<file path="src/rtl/gbuff_dma_if.sv">
// Command, write-stream, read-stream and SRAM signals of the global-buffer DMA.
// slave is the DMA's view; master is the datapath/SRAM side.
interface gbuff_dma_if #(
    parameter int WORD_SIZE = 128,
    parameter int ADDR_BITS = 10,
    parameter int LEN_BITS  = 11
);
    logic                 cmd_valid;
    logic                 cmd_ready;
    logic                 cmd_dir;
    logic [ADDR_BITS-1:0] cmd_addr;
    logic [LEN_BITS-1:0]  cmd_len;
    logic [WORD_SIZE-1:0] wr_data;
    logic                 wr_valid;
    logic                 wr_ready;
    logic [WORD_SIZE-1:0] rd_data;
    logic                 rd_valid;
    logic                 rd_ready;
    logic                 sram_wen;
    logic [ADDR_BITS-1:0] sram_addr;
    logic [WORD_SIZE-1:0] sram_di;
    logic [WORD_SIZE-1:0] sram_do;
    logic                 busy;
    logic                 done;

    modport slave (
        input  cmd_valid, cmd_dir, cmd_addr, cmd_len, wr_data, wr_valid, rd_ready, sram_do,
        output cmd_ready, wr_ready, rd_data, rd_valid, sram_wen, sram_addr, sram_di, busy, done
    );

    modport master (
        output cmd_valid, cmd_dir, cmd_addr, cmd_len, wr_data, wr_valid, rd_ready, sram_do,
        input  cmd_ready, wr_ready, rd_data, rd_valid, sram_wen, sram_addr, sram_di, busy, done
    );
endinterface

</file>
<file path="src/rtl/gbuff_dma.sv">
// Single-command DMA initiator for the global-buffer SRAM: streams words into it or
// out of it through a 3-entry output FIFO fed by a 2-stage read pipeline.
module gbuff_dma #(
    parameter int WORD_SIZE = 128,
    parameter int ADDR_BITS = 10,
    parameter int LEN_BITS  = 11
) (
    input  logic        clk,
    input  logic        reset,
    gbuff_dma_if.slave  bus
);
    typedef enum logic [1:0] {IDLE, WRITE, READ, FIN} state_t;

    state_t               state, state_nxt;
    logic [LEN_BITS-1:0]  len_q, xfer_cnt, issued, xfer_inc;
    logic [ADDR_BITS-1:0] cur, issue_addr;
    logic                 sram_wen;
    logic [ADDR_BITS-1:0] sram_addr;
    logic [WORD_SIZE-1:0] sram_di;
    logic                 pend_addr, pend_data;
    logic [WORD_SIZE-1:0] fifo_mem [3];
    logic [1:0]           wp, rp, fcnt;
    logic [2:0]           outstanding;
    logic                 accept, start_rd, wr_hs, rd_hs, last_xfer, issue, push, pop;

    function automatic logic [1:0] nxt(input logic [1:0] p);
        return (p == 2'd2) ? 2'd0 : p + 2'd1;
    endfunction

    assign bus.cmd_ready = (state == IDLE) & ~reset;
    assign bus.wr_ready  = (state == WRITE);
    assign bus.busy      = (state != IDLE);
    assign bus.done      = (state == FIN);
    assign bus.rd_valid  = (fcnt != 2'd0);
    assign bus.rd_data   = fifo_mem[rp];
    assign bus.sram_wen  = sram_wen;
    assign bus.sram_addr = sram_addr;
    assign bus.sram_di   = sram_di;

    assign accept    = bus.cmd_valid & bus.cmd_ready;
    assign start_rd  = accept & bus.cmd_dir & (bus.cmd_len != '0);
    assign wr_hs     = (state == WRITE) & bus.wr_valid;
    assign rd_hs     = bus.rd_valid & bus.rd_ready;
    assign xfer_inc  = xfer_cnt + 1'b1;
    assign last_xfer = (xfer_inc == len_q);
    // Reads in the address stage and on sram_do each hold a FIFO slot in reserve.
    assign outstanding = {1'b0, fcnt} + {2'b0, pend_addr} + {2'b0, pend_data};
    // The first read goes out on the accept edge so data is visible three cycles later.
    assign issue      = start_rd | ((state == READ) & (outstanding < 3'd3) & (issued < len_q));
    assign issue_addr = start_rd ? bus.cmd_addr : cur;
    assign push       = pend_data;
    assign pop        = rd_hs;

    always_ff @(posedge clk) begin
        if (reset) state <= IDLE;
        else       state <= state_nxt;
    end

    always_comb begin
        state_nxt = state;
        unique case (state)
            IDLE:  if (accept) begin
                       if (bus.cmd_len == '0) state_nxt = FIN;
                       else if (bus.cmd_dir)  state_nxt = READ;
                       else                   state_nxt = WRITE;
                   end
            WRITE: if (wr_hs & last_xfer) state_nxt = FIN;
            READ:  if (rd_hs & last_xfer) state_nxt = FIN;
            FIN:   state_nxt = IDLE;
            default: state_nxt = IDLE;
        endcase
    end

    always_ff @(posedge clk) begin
        if (reset) begin
            sram_wen  <= 1'b0;
            sram_addr <= '0;
            sram_di   <= '0;
            cur       <= '0;
            len_q     <= '0;
            xfer_cnt  <= '0;
            issued    <= '0;
            pend_addr <= 1'b0;
            pend_data <= 1'b0;
            wp        <= 2'd0;
            rp        <= 2'd0;
            fcnt      <= 2'd0;
        end else begin
            sram_wen <= wr_hs;
            if (accept) begin
                len_q    <= bus.cmd_len;
                xfer_cnt <= '0;
                issued   <= '0;
                cur      <= bus.cmd_addr;
            end
            if (wr_hs | rd_hs) xfer_cnt <= xfer_inc;
            if (wr_hs) begin
                sram_addr <= cur;
                sram_di   <= bus.wr_data;
                cur       <= cur + 1'b1;
            end
            if (issue) begin
                sram_addr <= issue_addr;
                cur       <= issue_addr + 1'b1;
                issued    <= start_rd ? LEN_BITS'(1) : issued + 1'b1;
            end
            pend_addr <= issue;
            pend_data <= pend_addr;
            if (push) wp <= nxt(wp);
            if (pop)  rp <= nxt(rp);
            fcnt <= fcnt + {1'b0, push} - {1'b0, pop};
        end
    end

    always_ff @(posedge clk) begin
        if (push) fifo_mem[wp] <= bus.sram_do;
    end
endmodule
</file>
<file path="src/flat_wrapper.sv">
// flat-port wrapper written by rule: the top's interface ports become plain ports
module gbuff_dma_flat 
#(
    parameter int WORD_SIZE = 128,
    parameter int ADDR_BITS = 10,
    parameter int LEN_BITS  = 11
)
  (clk, reset, bus_cmd_valid, bus_cmd_dir, bus_cmd_addr, bus_cmd_len, bus_wr_data, bus_wr_valid, bus_rd_ready, bus_sram_do, bus_cmd_ready, bus_wr_ready, bus_rd_data, bus_rd_valid, bus_sram_wen, bus_sram_addr, bus_sram_di, bus_busy, bus_done);
  gbuff_dma_if #(.WORD_SIZE(WORD_SIZE), .ADDR_BITS(ADDR_BITS), .LEN_BITS(LEN_BITS)) bus_i ();
  input  logic clk;
  input  logic reset;
  input wire logic [$bits(bus_i.cmd_valid)-1:0] bus_cmd_valid;
  input wire logic [$bits(bus_i.cmd_dir)-1:0] bus_cmd_dir;
  input wire logic [$bits(bus_i.cmd_addr)-1:0] bus_cmd_addr;
  input wire logic [$bits(bus_i.cmd_len)-1:0] bus_cmd_len;
  input wire logic [$bits(bus_i.wr_data)-1:0] bus_wr_data;
  input wire logic [$bits(bus_i.wr_valid)-1:0] bus_wr_valid;
  input wire logic [$bits(bus_i.rd_ready)-1:0] bus_rd_ready;
  input wire logic [$bits(bus_i.sram_do)-1:0] bus_sram_do;
  output wire logic [$bits(bus_i.cmd_ready)-1:0] bus_cmd_ready;
  output wire logic [$bits(bus_i.wr_ready)-1:0] bus_wr_ready;
  output wire logic [$bits(bus_i.rd_data)-1:0] bus_rd_data;
  output wire logic [$bits(bus_i.rd_valid)-1:0] bus_rd_valid;
  output wire logic [$bits(bus_i.sram_wen)-1:0] bus_sram_wen;
  output wire logic [$bits(bus_i.sram_addr)-1:0] bus_sram_addr;
  output wire logic [$bits(bus_i.sram_di)-1:0] bus_sram_di;
  output wire logic [$bits(bus_i.busy)-1:0] bus_busy;
  output wire logic [$bits(bus_i.done)-1:0] bus_done;
  assign bus_i.cmd_valid = bus_cmd_valid;
  assign bus_i.cmd_dir = bus_cmd_dir;
  assign bus_i.cmd_addr = bus_cmd_addr;
  assign bus_i.cmd_len = bus_cmd_len;
  assign bus_i.wr_data = bus_wr_data;
  assign bus_i.wr_valid = bus_wr_valid;
  assign bus_i.rd_ready = bus_rd_ready;
  assign bus_i.sram_do = bus_sram_do;
  assign bus_cmd_ready = bus_i.cmd_ready;
  assign bus_wr_ready = bus_i.wr_ready;
  assign bus_rd_data = bus_i.rd_data;
  assign bus_rd_valid = bus_i.rd_valid;
  assign bus_sram_wen = bus_i.sram_wen;
  assign bus_sram_addr = bus_i.sram_addr;
  assign bus_sram_di = bus_i.sram_di;
  assign bus_busy = bus_i.busy;
  assign bus_done = bus_i.done;
  gbuff_dma #(.WORD_SIZE(WORD_SIZE), .ADDR_BITS(ADDR_BITS), .LEN_BITS(LEN_BITS)) u_core (.clk(clk), .reset(reset), .bus(bus_i));
endmodule
</file>
<file path="config.mk">
export PLATFORM = sky130hd
export DESIGN_NAME = gbuff_dma_flat
export DESIGN_NICKNAME = d
export VERILOG_FILES = /design/src/rtl/gbuff_dma_if.sv /design/src/rtl/gbuff_dma.sv /design/src/flat_wrapper.sv
export SDC_FILE = /design/constraint.sdc
export NUM_CORES = 1
export LEC_CHECK = 0
export CAP_MARGIN = 20
export CORE_UTILIZATION = 30
export CTS_BUF_LIST = sky130_fd_sc_hd__clkbuf_16
export DETAILED_ROUTE_END_ITERATION = 16
export DONT_BUFFER_PORTS = 1
export PLACE_DENSITY = 0.54
export SLEW_MARGIN = 0
export SYNTH_ARGS = -nofsm -noshare
export SYNTH_HDL_FRONTEND = slang
export SYNTH_SLANG_ARGS = --single-unit
</file>
<file path="constraint.sdc">
create_clock -name clk -period 17 [get_ports clk]
set_input_delay 3.4 -clock clk [delete_from_list [all_inputs] [get_ports clk]]
set_output_delay 3.4 -clock clk [all_outputs]
set_load 0.005 [all_outputs]
</file>
### Word-level counts from Yosys, hierarchy flattened

Memory sizes are Yosys's and may differ from the RTL's. A register that Yosys moved wholly into a read port is not among the register bits.
Index checks and enable logic that the tools add are counted.

* add/sub/neg operators: 10
* multipliers: 0
* divide/modulo/power cells: 0
* $lt $le $gt $ge: 2
* equal/unequal tests: 9
* shift operators: 0
* multiplexer cells: 22
* bitwise logic cells: 13
* reduce and logical (&&, ||, !) cells: 10

Operator list (count)
* two-way mux 10 bit: 6
* two-way mux 11 bit: 4
* adder 11 x 1 -> 11 bit, second input constant: 2
* adder 10 x 1 -> 10 bit, second input constant: 2
* two-way mux 2 bit: 9
* equality test 11 bit: 1
* logical NOT 11 bit: 1
* < comparator 11 bit: 1
* nonzero test 11 bit: 1
* bitwise AND 1 bit: 10
* nonzero test 2 bit: 5
* equality test 2 bit, second input constant: 4
* one-hot mux 2 bit (4 select lines): 1
* adder 2 x 1 -> 2 bit, second input constant: 2
* != test 2 x 1 -> 1 bit, second input constant: 2
* adder 2 x 1 -> 3 bit: 1
* adder 3 x 1 -> 3 bit: 1
* < comparator 3 x 2 -> 1 bit, second input constant: 1
* AND reduction 3 bit: 1
* nonzero test 3 bit: 1
* adder 2 x 1 -> 2 bit: 1
* equality test 2 x 1 -> 1 bit, second input constant: 1
* logical NOT 2 bit: 1
* two-way mux 1 bit: 2
* 4 further kinds: 5

* register bits: 192
* latch bits: 0
* RAM bits: 384
* bits in read-only memories: 0
* bits of input ports: 283
* output and inout bits: 272
* word-level logic and storage cells: 80
* memories: 1

Memory list
* u_core.fifo_mem: words 3, bits a word 128, read ports 1, clocked after Yosys merged registers in 1, write ports 1, line gbuff_dma.sv:21 `logic [WORD_SIZE-1:0] fifo_mem [3];`

### Depth between registers and ports, before layout

Gate-level depths: netlist (run 1).

* depth after elaboration: 8
* depth in mapped cells: 16
* depth with buffers taken out: 14

### Least setup slack after synthesis (run 1)

Ideal clock, no wire load.

* kind: register to register
* start: reg u_core.pend_data
* end: mem u_core.fifo_mem[0][0], enable pin
* library setup time: 0.775 ns
* data arrival time: 9.209 ns
* path slack: 7.015 ns
* cell stages (with the launch flop): 3
* path buffers: 0
* cells stage by stage: dfxtp_1 inv_1 nor3_1

* cells in the longest elaborated chain, start to end: 2

Ends and longest elaborated chain
* start, declared: line gbuff_dma.sv:20 `logic pend_addr, pend_data;`
* start signal, assigned: line gbuff_dma.sv:108 `pend_data <= pend_addr;`
* two-way mux 1 bit: line gbuff_dma.sv:116 `if (push) fifo_mem[wp] <= bus.sram_do;`
* two-way mux 1 bit (implied by the code): line gbuff_dma.sv:116
* end, declared: line gbuff_dma.sv:21

Every way passes these cells.

==> out/qor.csv, run 1 <==
stage,metric,value,unit
timing,unrepaired setup endpoints after global routing,false,
route,Vias,14100,
logic_synthesis,Simple-Gate Fraction of Synth Area,0.111,
clock_network,Clock Root Buffer,clkbuf_16,
logic_synthesis,syn nets,2190,
timing,minimum clock period,7270,ps
clock_network,H-tree Lvls,3,
global_routing,antenna violations before repair,7,
clock_network,Clock Sink Count,578,
worst_setup_path,critical path's top delay family,buffers and inverters,
clock_network,PostCTS Resize Cnt,0,
clock_network,"CTS clk-pin slew, worst paths",60,ps
route,Avg WL per Cell,21.9,um
global_routing,pin count of the biggest net entering global routing,198,
worst_setup_path,CP peak stage delay,920,ps
logic_synthesis,XOR/XNOR Fraction of Synth Area,0.0113,
power_and_ir_drop,Peak VDD IR,0.0667,mV
power_and_ir_drop,power per cell area,142,mW/mm^2
timing,relative slew slack,0.266,
worst_setup_path,CP Class,reg -> out,
logic_synthesis,Adder-Cell Fraction of Synth Area,0.0131,
worst_setup_path,critical path's slowest cell,buf_4,
global_routing,Global Route Usage Sum,0.158,
global_routing,grt met2 use,0.266,
worst_setup_path,crit-path max FO,53,
route,DR iter-0 viols,686,
final_layout,Fill cells,7224,
clock_network,maximum clock insertion buffer count,3,
job,Max Cap Viol,0,
hold_path,HP Class,reg -> reg,
final_layout,post-route insts no fill,2871,
global_routing,GRT met3 Usage,0.0822,
worst_setup_path,Buffers & Inverters on Critical Path,2,
worst_setup_path,worst path cell trace,buf_4 > buf_4 > mux2i_1 > o21ai_0,
timing,Layout Skew,33.6,ps
status,status,"finished, final reports clean",
worst_setup_path,WP data arrival,3870,ps
route,drt via density,4.90,
worst_setup_path,WP data required,13600,ps
floorplan,# IOs,555,
timing,Fin Hold WS,479,ps
floorplan,floorplan core area,0.0735,mm^2
timing,final slew viol count,0,
clock_network,CTS buffer count,67,
logic_synthesis,post-synthesis sequential area ratio,0.686,
logic_synthesis,Mapped Area,0.0225,mm^2
placement,placed insts,2747,
worst_setup_path,crit path to,bus_rd_data[72],
clock_network,CTS Hold Bufs,0,
route,Routed WL,63000,um
floorplan,Initial Utilization,0.306,
timing,Setup TNS Final,0,ps
global_routing,GR Util met1,0.158,
floorplan,die area,0.0760,mm^2
floorplan,Rows,99,
placement,port bufs,0,
clock_network,post-CTS setup buffers,0,
timing,final period utilization,0.427,
global_routing,global routing's busiest layer,met2,
logic_synthesis,Syn Inst Count,1884,
timing,final setup fails,0,
logic_synthesis,average cell area after synthesis,11.9,um^2
placement,GPL Wtd Cong,0.872,
logic_synthesis,#FFs+latches synth,578,
logic_synthesis,ys flop type,edfxtp_1,
worst_setup_path,Critical R2R Capture,u_core.cur[8],
logic_synthesis,post-synthesis cell type count,55,
worst_setup_path,CP Launch Type,flip-flop,
final_layout,ratio of cells with drive above 1 in the final layout,0.0697,
floorplan,Die X-Extent,276,um
timing,Fmax achieved,0.138,GHz
worst_setup_path,CP dominant cell by count,buf_4,
logic_synthesis,Synth Warn #,0,
worst_setup_path,cells on worst reg2reg path,14,
power_and_ir_drop,Power Total,3.64,mW
logic_synthesis,ys async rst share,0,
logic_synthesis,Synth Area in Compound Gates,0.0952,
worst_setup_path,R2R Path Start,u_core.state[0],
global_routing,via count of the first global-routing pass,14100,
worst_setup_path,R2R setup slack,12890,ps
timing,Slew @ Worst Pin,1100,ps
worst_setup_path,Critical Path Stages,4,
timing,Final Hold Fails,0,
final_layout,"most common cell after layout, fill and taps aside",nand2_1,
global_routing,grt total ovfl,0,
clock_network,CTS tree,built,
route,drt drc,0,
logic_synthesis,largest family of logic cells by synthesized area,simple AND/OR/NAND/NOR gates,
route,post-route ant nets,0,
global_routing,global-route wire length before repair,89400,um
logic_synthesis,mux cell area share after synthesis,0.0593,
power_and_ir_drop,Leak,8.05,nW
final_layout,Area Growth Syn to Fin,14.5,%
hold_path,Hold Path Origin,u_core.bus.sram_di[49],
worst_setup_path,endpoint class of the critical path,primary output,
final_layout,most frequent cells in the layout,"454 x nand2_1, 384 x edfxtp_1, 192 x dfxtp_1, 164 x a21oi_1, 154 x o21ai_0",
clock_network,worst skew pair latency,620,ps
placement,DP Wirelength,43100,um
route,TritonRoute pass-1 iters,5,
final_layout,nets,2164,
logic_synthesis,Post-synth EDFFs,384,
floorplan,Die Y,276,um
## power by group
part           internal, mW  total (mW)  switching (mW)
registers              1.60        1.70           0.102
logic                 0.172       0.478           0.306
clock network         0.865        1.47           0.600
## cell type report
class | count | area (um^2) | share of cell area
Antenna cell | 5 | 12.5 | 0.000487
Clock buffer | 68 | 1700 | 0.0662
Clock inverter | 50 | 591 | 0.0230
Inverter | 20 | 75.1 | 0.00292
Multi-Input combinational cell | 1173 | 6550 | 0.255
Sequential cell | 578 | 15400 | 0.600
Tap cell | 959 | 1200 | 0.0467
Timing Repair Buffer | 18 | 148 | 0.00574
## flip-flops by register name (all words and copies together) (netlist names), named ones only
| signal | flops |
|---|---|
| u_core.fifo_mem | 384 |
| u_core.bus.sram_di | 128 |
| u_core.issued | 11 |
| u_core.len_q | 11 |
| u_core.xfer_cnt | 11 |
| u_core.bus.sram_addr | 10 |
| u_core.cur | 10 |
| u_core.fcnt | 2 |
| u_core.rp | 2 |
| u_core.state | 2 |
| u_core.wp | 2 |
| u_core.bus.sram_wen | 1 |
| u_core.pend_addr | 1 |
| u_core.pend_data | 1 |
## how the worst min path moves through the flow
stage	end	slack (ps)	depth (start not counted)
3_3_place_gp	u_core.bus.sram_di[101]	460	2
6_report	u_core.bus.sram_di[49]	480	2
4_1_cts	u_core.bus.sram_di[106]	470	2
2_1_floorplan	u_core.bus.sram_di[0]	450	2
5_1_grt	u_core.bus.sram_di[21]	490	2
3_5_place_dp	u_core.bus.sram_di[101]	470	2
## routing by layer
metal,vias to the layer above,share of wire
li1,6667,-
met1,6756,0.34
met5,-,0.00021
met4,2,0.047
met2,525,0.48
met3,113,0.13
## synth_stat cells (all sizes together) (2+ instances only)
master,count,area share
mux2i,132,0.059
a211oi,8,0.0029
nor3b,4,0.0013
nand2b,4,0.0011
ha,22,0.012
inv,20,0.0033
a2111oi,2,0.0011
nand2,455,0.076
and3,14,0.0039
edfxtp,384,0.51
and4,2,0.00078
xnor2,16,0.0062
a41oi,2,0.00078
nor2,60,0.010
or3,3,0.00084
nor4,6,0.0022
xor2,13,0.0051
clkbuf,88,0.015
nand4,7,0.0019
a22oi,3,0.0010
nor2b,4,0.0011
a31oi,6,0.0017
a21o,2,0.00067
a211o,3,0.0012
nand3,16,0.0036
dfxtp,194,0.17
buf,25,0.0050
a311oi,10,0.0047
o21a,2,0.00067
a311o,2,0.00089
o211ai,4,0.0013
and2,5,0.0014
nor3,15,0.0033
nand3b,9,0.0036
o31ai,13,0.0043
o21ai,154,0.034
a21oi,164,0.037
## worst min-delay path, stage by stage (launching register included)
cell,delay [ps]
dfxtp_1,320
nand2_1,60
a21oi_1,50
## cells by family (layout without fill, tap and decap cells)
logic type	count (synthesis)	after routing
XOR/XNOR	29	29
AND/OR/NAND/NOR	605	605
AO/OA/AOI/OAI	383	383
other	0	5
adder cells (fa/ha/maj)	23	23
buffers and inverters	133	156
flip-flops	578	578
multiplexers	133	133
## stage by stage
stage | worst slack (ps) | cell area [um^2] | utilization
2_1_floorplan | 7020 | 22500 | -
3_3_place_gp | 10040 | 23400 | 0.318
6_report | 9730 | 25700 | 0.350
3_5_place_dp | 10030 | 23400 | 0.318
5_1_grt | 9480 | 25700 | 0.350
4_1_cts | 9610 | 25700 | 0.349
Power figures use the tool's default switching activity.
==> run 2: changes to the inputs <==
--- a/config.mk
+++ b/config.mk
@@ -10,7 +10,7 @@
 export CTS_BUF_LIST = sky130_fd_sc_hd__clkbuf_16
 export DETAILED_ROUTE_END_ITERATION = 16
 export DONT_BUFFER_PORTS = 1
-export PLACE_DENSITY = 0.54
+export PLACE_DENSITY = 0.55
 export SLEW_MARGIN = 0
 export SYNTH_ARGS = -nofsm -noshare
 export SYNTH_HDL_FRONTEND = slang
==> constraint.sdc (replaced) <==
create_clock -name clk -period 6 [get_ports clk]
set_input_delay 1.2 -clock clk [delete_from_list [all_inputs] [get_ports clk]]
set_output_delay 1.2 -clock clk [all_outputs]
set_load 0.005 [all_outputs]
==> out/qor.csv, run 2 (same netlist as run 1, synthesis figures left out) <==
stage,metric,value,unit,change
final_layout,nets,2157,,was 2164
final_layout,Fill cells,7160,,was 7224
timing,final period utilization,0.619,,
final_layout,Area Growth Syn to Fin,14.5,%,about the same
route,TritonRoute pass-1 iters,4,,was 5
timing,Fmax achieved,0.269,GHz,
route,drt drc,0,,unchanged
route,top layer in use,met5,,unchanged
worst_setup_path,CP Class,reg -> out,,unchanged
clock_network,Clock Sink Count,578,,unchanged
route,Met1 Wirelength,21400,um,was 21700 um
global_routing,pin count of the biggest net entering global routing,198,,unchanged
route,DR WL met2,30500,um,was 30300 um
clock_network,post-CTS setup buffers,0,,unchanged
clock_network,Clock Root Buffer,clkbuf_16,,unchanged
clock_network,CTS tree,built,,unchanged
timing,Slew @ Worst Pin,1040,ps,was 1100 ps
timing,final slew viol count,0,,unchanged
final_layout,most frequent cells in the layout,"454 x nand2_1, 384 x edfxtp_1, 192 x dfxtp_1, 164 x a21oi_1, 154 x o21ai_0",,unchanged
job,Max Cap Viol,0,,unchanged
route,drt via density,4.85,,was 4.90
final_layout,most flop-heavy register,u_core.fifo_mem,,unchanged
floorplan,floorplan core area,0.0735,mm^2,unchanged
final_layout,fin area,0.0257,mm^2,about the same
timing,relative slew slack,0.306,,was 0.266
floorplan,Die Y,276,um,unchanged
global_routing,global-route wire length before repair,87200,um,was 89400 um
route,DR iter-0 viols,819,,was 686
route,post-route ant nets,0,,unchanged
timing,Final Hold Fails,0,,unchanged
power_and_ir_drop,Power Total,10.3,mW,was 3.64 mW
global_routing,grt total ovfl,0,,unchanged
placement,port bufs,0,,unchanged
clock_network,worst skew pair latency,660,ps,was 620 ps
placement,DP Wirelength,41700,um,was 43100 um
floorplan,die area,0.0760,mm^2,unchanged
final_layout,register area,0.0154,mm^2,unchanged
final_layout,area taken by multi-input logic gates,0.00656,mm^2,was 0.00655 mm^2
floorplan,Initial Utilization,0.306,,unchanged
floorplan,Die X-Extent,276,um,unchanged
power_and_ir_drop,power per cell area,400,mW/mm^2,was 142 mW/mm^2
clock_network,"CTS clk-pin slew, worst paths",60,ps,about the same
placement,post-place instance area,0.0234,mm^2,about the same
global_routing,antenna violations before repair,3,,was 7
power_and_ir_drop,Leak,8.01,nW,was 8.05 nW
clock_network,CTS buffer count,61,,was 67
worst_setup_path,endpoint class of the critical path,primary output,,unchanged
timing,minimum clock period,3710,ps,
timing,final setup fails,0,,unchanged
route,Vias,13900,,was 14100
clock_network,maximum clock insertion buffer count,3,,unchanged
worst_setup_path,WP data required,4800,ps,was 13600 ps
placement,GPL Wtd Cong,0.860,,was 0.872
timing,Layout Skew,50.0,ps,was 33.6 ps
floorplan,Rows,99,,unchanged
hold_path,Hold Path Origin,u_core.bus.sram_di[58],,was u_core.bus.sram_di[49]
final_layout,Largest regs,"u_core.fifo_mem: 384 flops, u_core.bus.sram_di: 128 flops",,unchanged
timing,Fin Hold WS,477,ps,was 479 ps
route,Avg WL per Cell,21.5,um,was 21.9 um
global_routing,Global Route Usage Sum,0.153,,was 0.158
timing,unrepaired setup endpoints after global routing,false,,unchanged
worst_setup_path,WP data arrival,2510,ps,was 3870 ps
global_routing,via count of the first global-routing pass,13600,,was 14100
final_layout,ratio of cells with drive above 1 in the final layout,0.0715,,was 0.0697
power_and_ir_drop,Peak VDD IR,0.209,mV,was 0.0667 mV
timing,Setup TNS Final,0,ps,unchanged
floorplan,# IOs,555,,unchanged
clock_network,H-tree Lvls,2,,was 3
route,routed length on met3,7710,um,was 8090 um
worst_setup_path,CP Launch Type,flip-flop,,unchanged
hold_path,HP Class,reg -> reg,,unchanged
final_layout,max FFs per register,384,,unchanged
clock_network,PostCTS Resize Cnt,0,,unchanged
clock_network,CTS Hold Bufs,0,,unchanged
worst_setup_path,R2R Path Start,u_core.len_q[8],,was u_core.state[0]
status,status,"finished, final reports clean",,unchanged
worst_setup_path,crit-path max FO,44,,was 53
final_layout,"most common cell after layout, fill and taps aside",nand2_1,,unchanged
route,Routed WL,61500,um,was 63000 um
run 2: report_power, final:
group / internal (mW) / total (mW) / switching (mW)
clock network: 2.47 / 4.11 / 1.64
logic: 0.500 / 1.40 / 0.897
registers: 4.52 / 4.77 / 0.257
run 2: final cells by class:
type / instances / share of cell area
antenna: 2 / 0.000195
timing repair buffer: 17 / 0.00817
multi-input combinational: 1173 / 0.255
inverter: 20 / 0.00292
tap: 959 / 0.0467
clock buffer: 62 / 0.0603
clock inverter: 53 / 0.0270
sequential: 578 / 0.600
run 2: metal layers:
metal / GRT usage / vias up
met2: 0.265 / 531
met5: 0 / -
met1: 0.160 / 6606
met4: 0.0542 / 2
li1: - / 6651
met3: 0.0767 / 95
run 2: per-stage QoR:
step / worst slack (ps) / util / instances
final: 2290 / 0.350 / 2864
after global routing: 2100 / 0.350 / 2864
after CTS: 1830 / 0.350 / 2861
after detailed placement: 1930 / 0.319 / 2746
after global placement: 2040 / 0.319 / 2746
after floorplan: 13.0 / - / 1884
run 2: worst max-delay path: stages, from the launching register on:
cell     delay [ps]
dfxtp_4         460
buf_16          270
buf_4           540
mux2i_1         140
o21ai_0         350
run 2: path summary, 6_finish.rpt:
path	endpoint	slack (ps)	cells after the start
worst max-delay path	bus_rd_data[89]	2290	4
worst min-delay path	u_core.bus.sram_di[58]	480	2
worst max register to register	u_core.cur[5]	2590	9
worst min register to register	u_core.bus.sram_di[58]	480	2
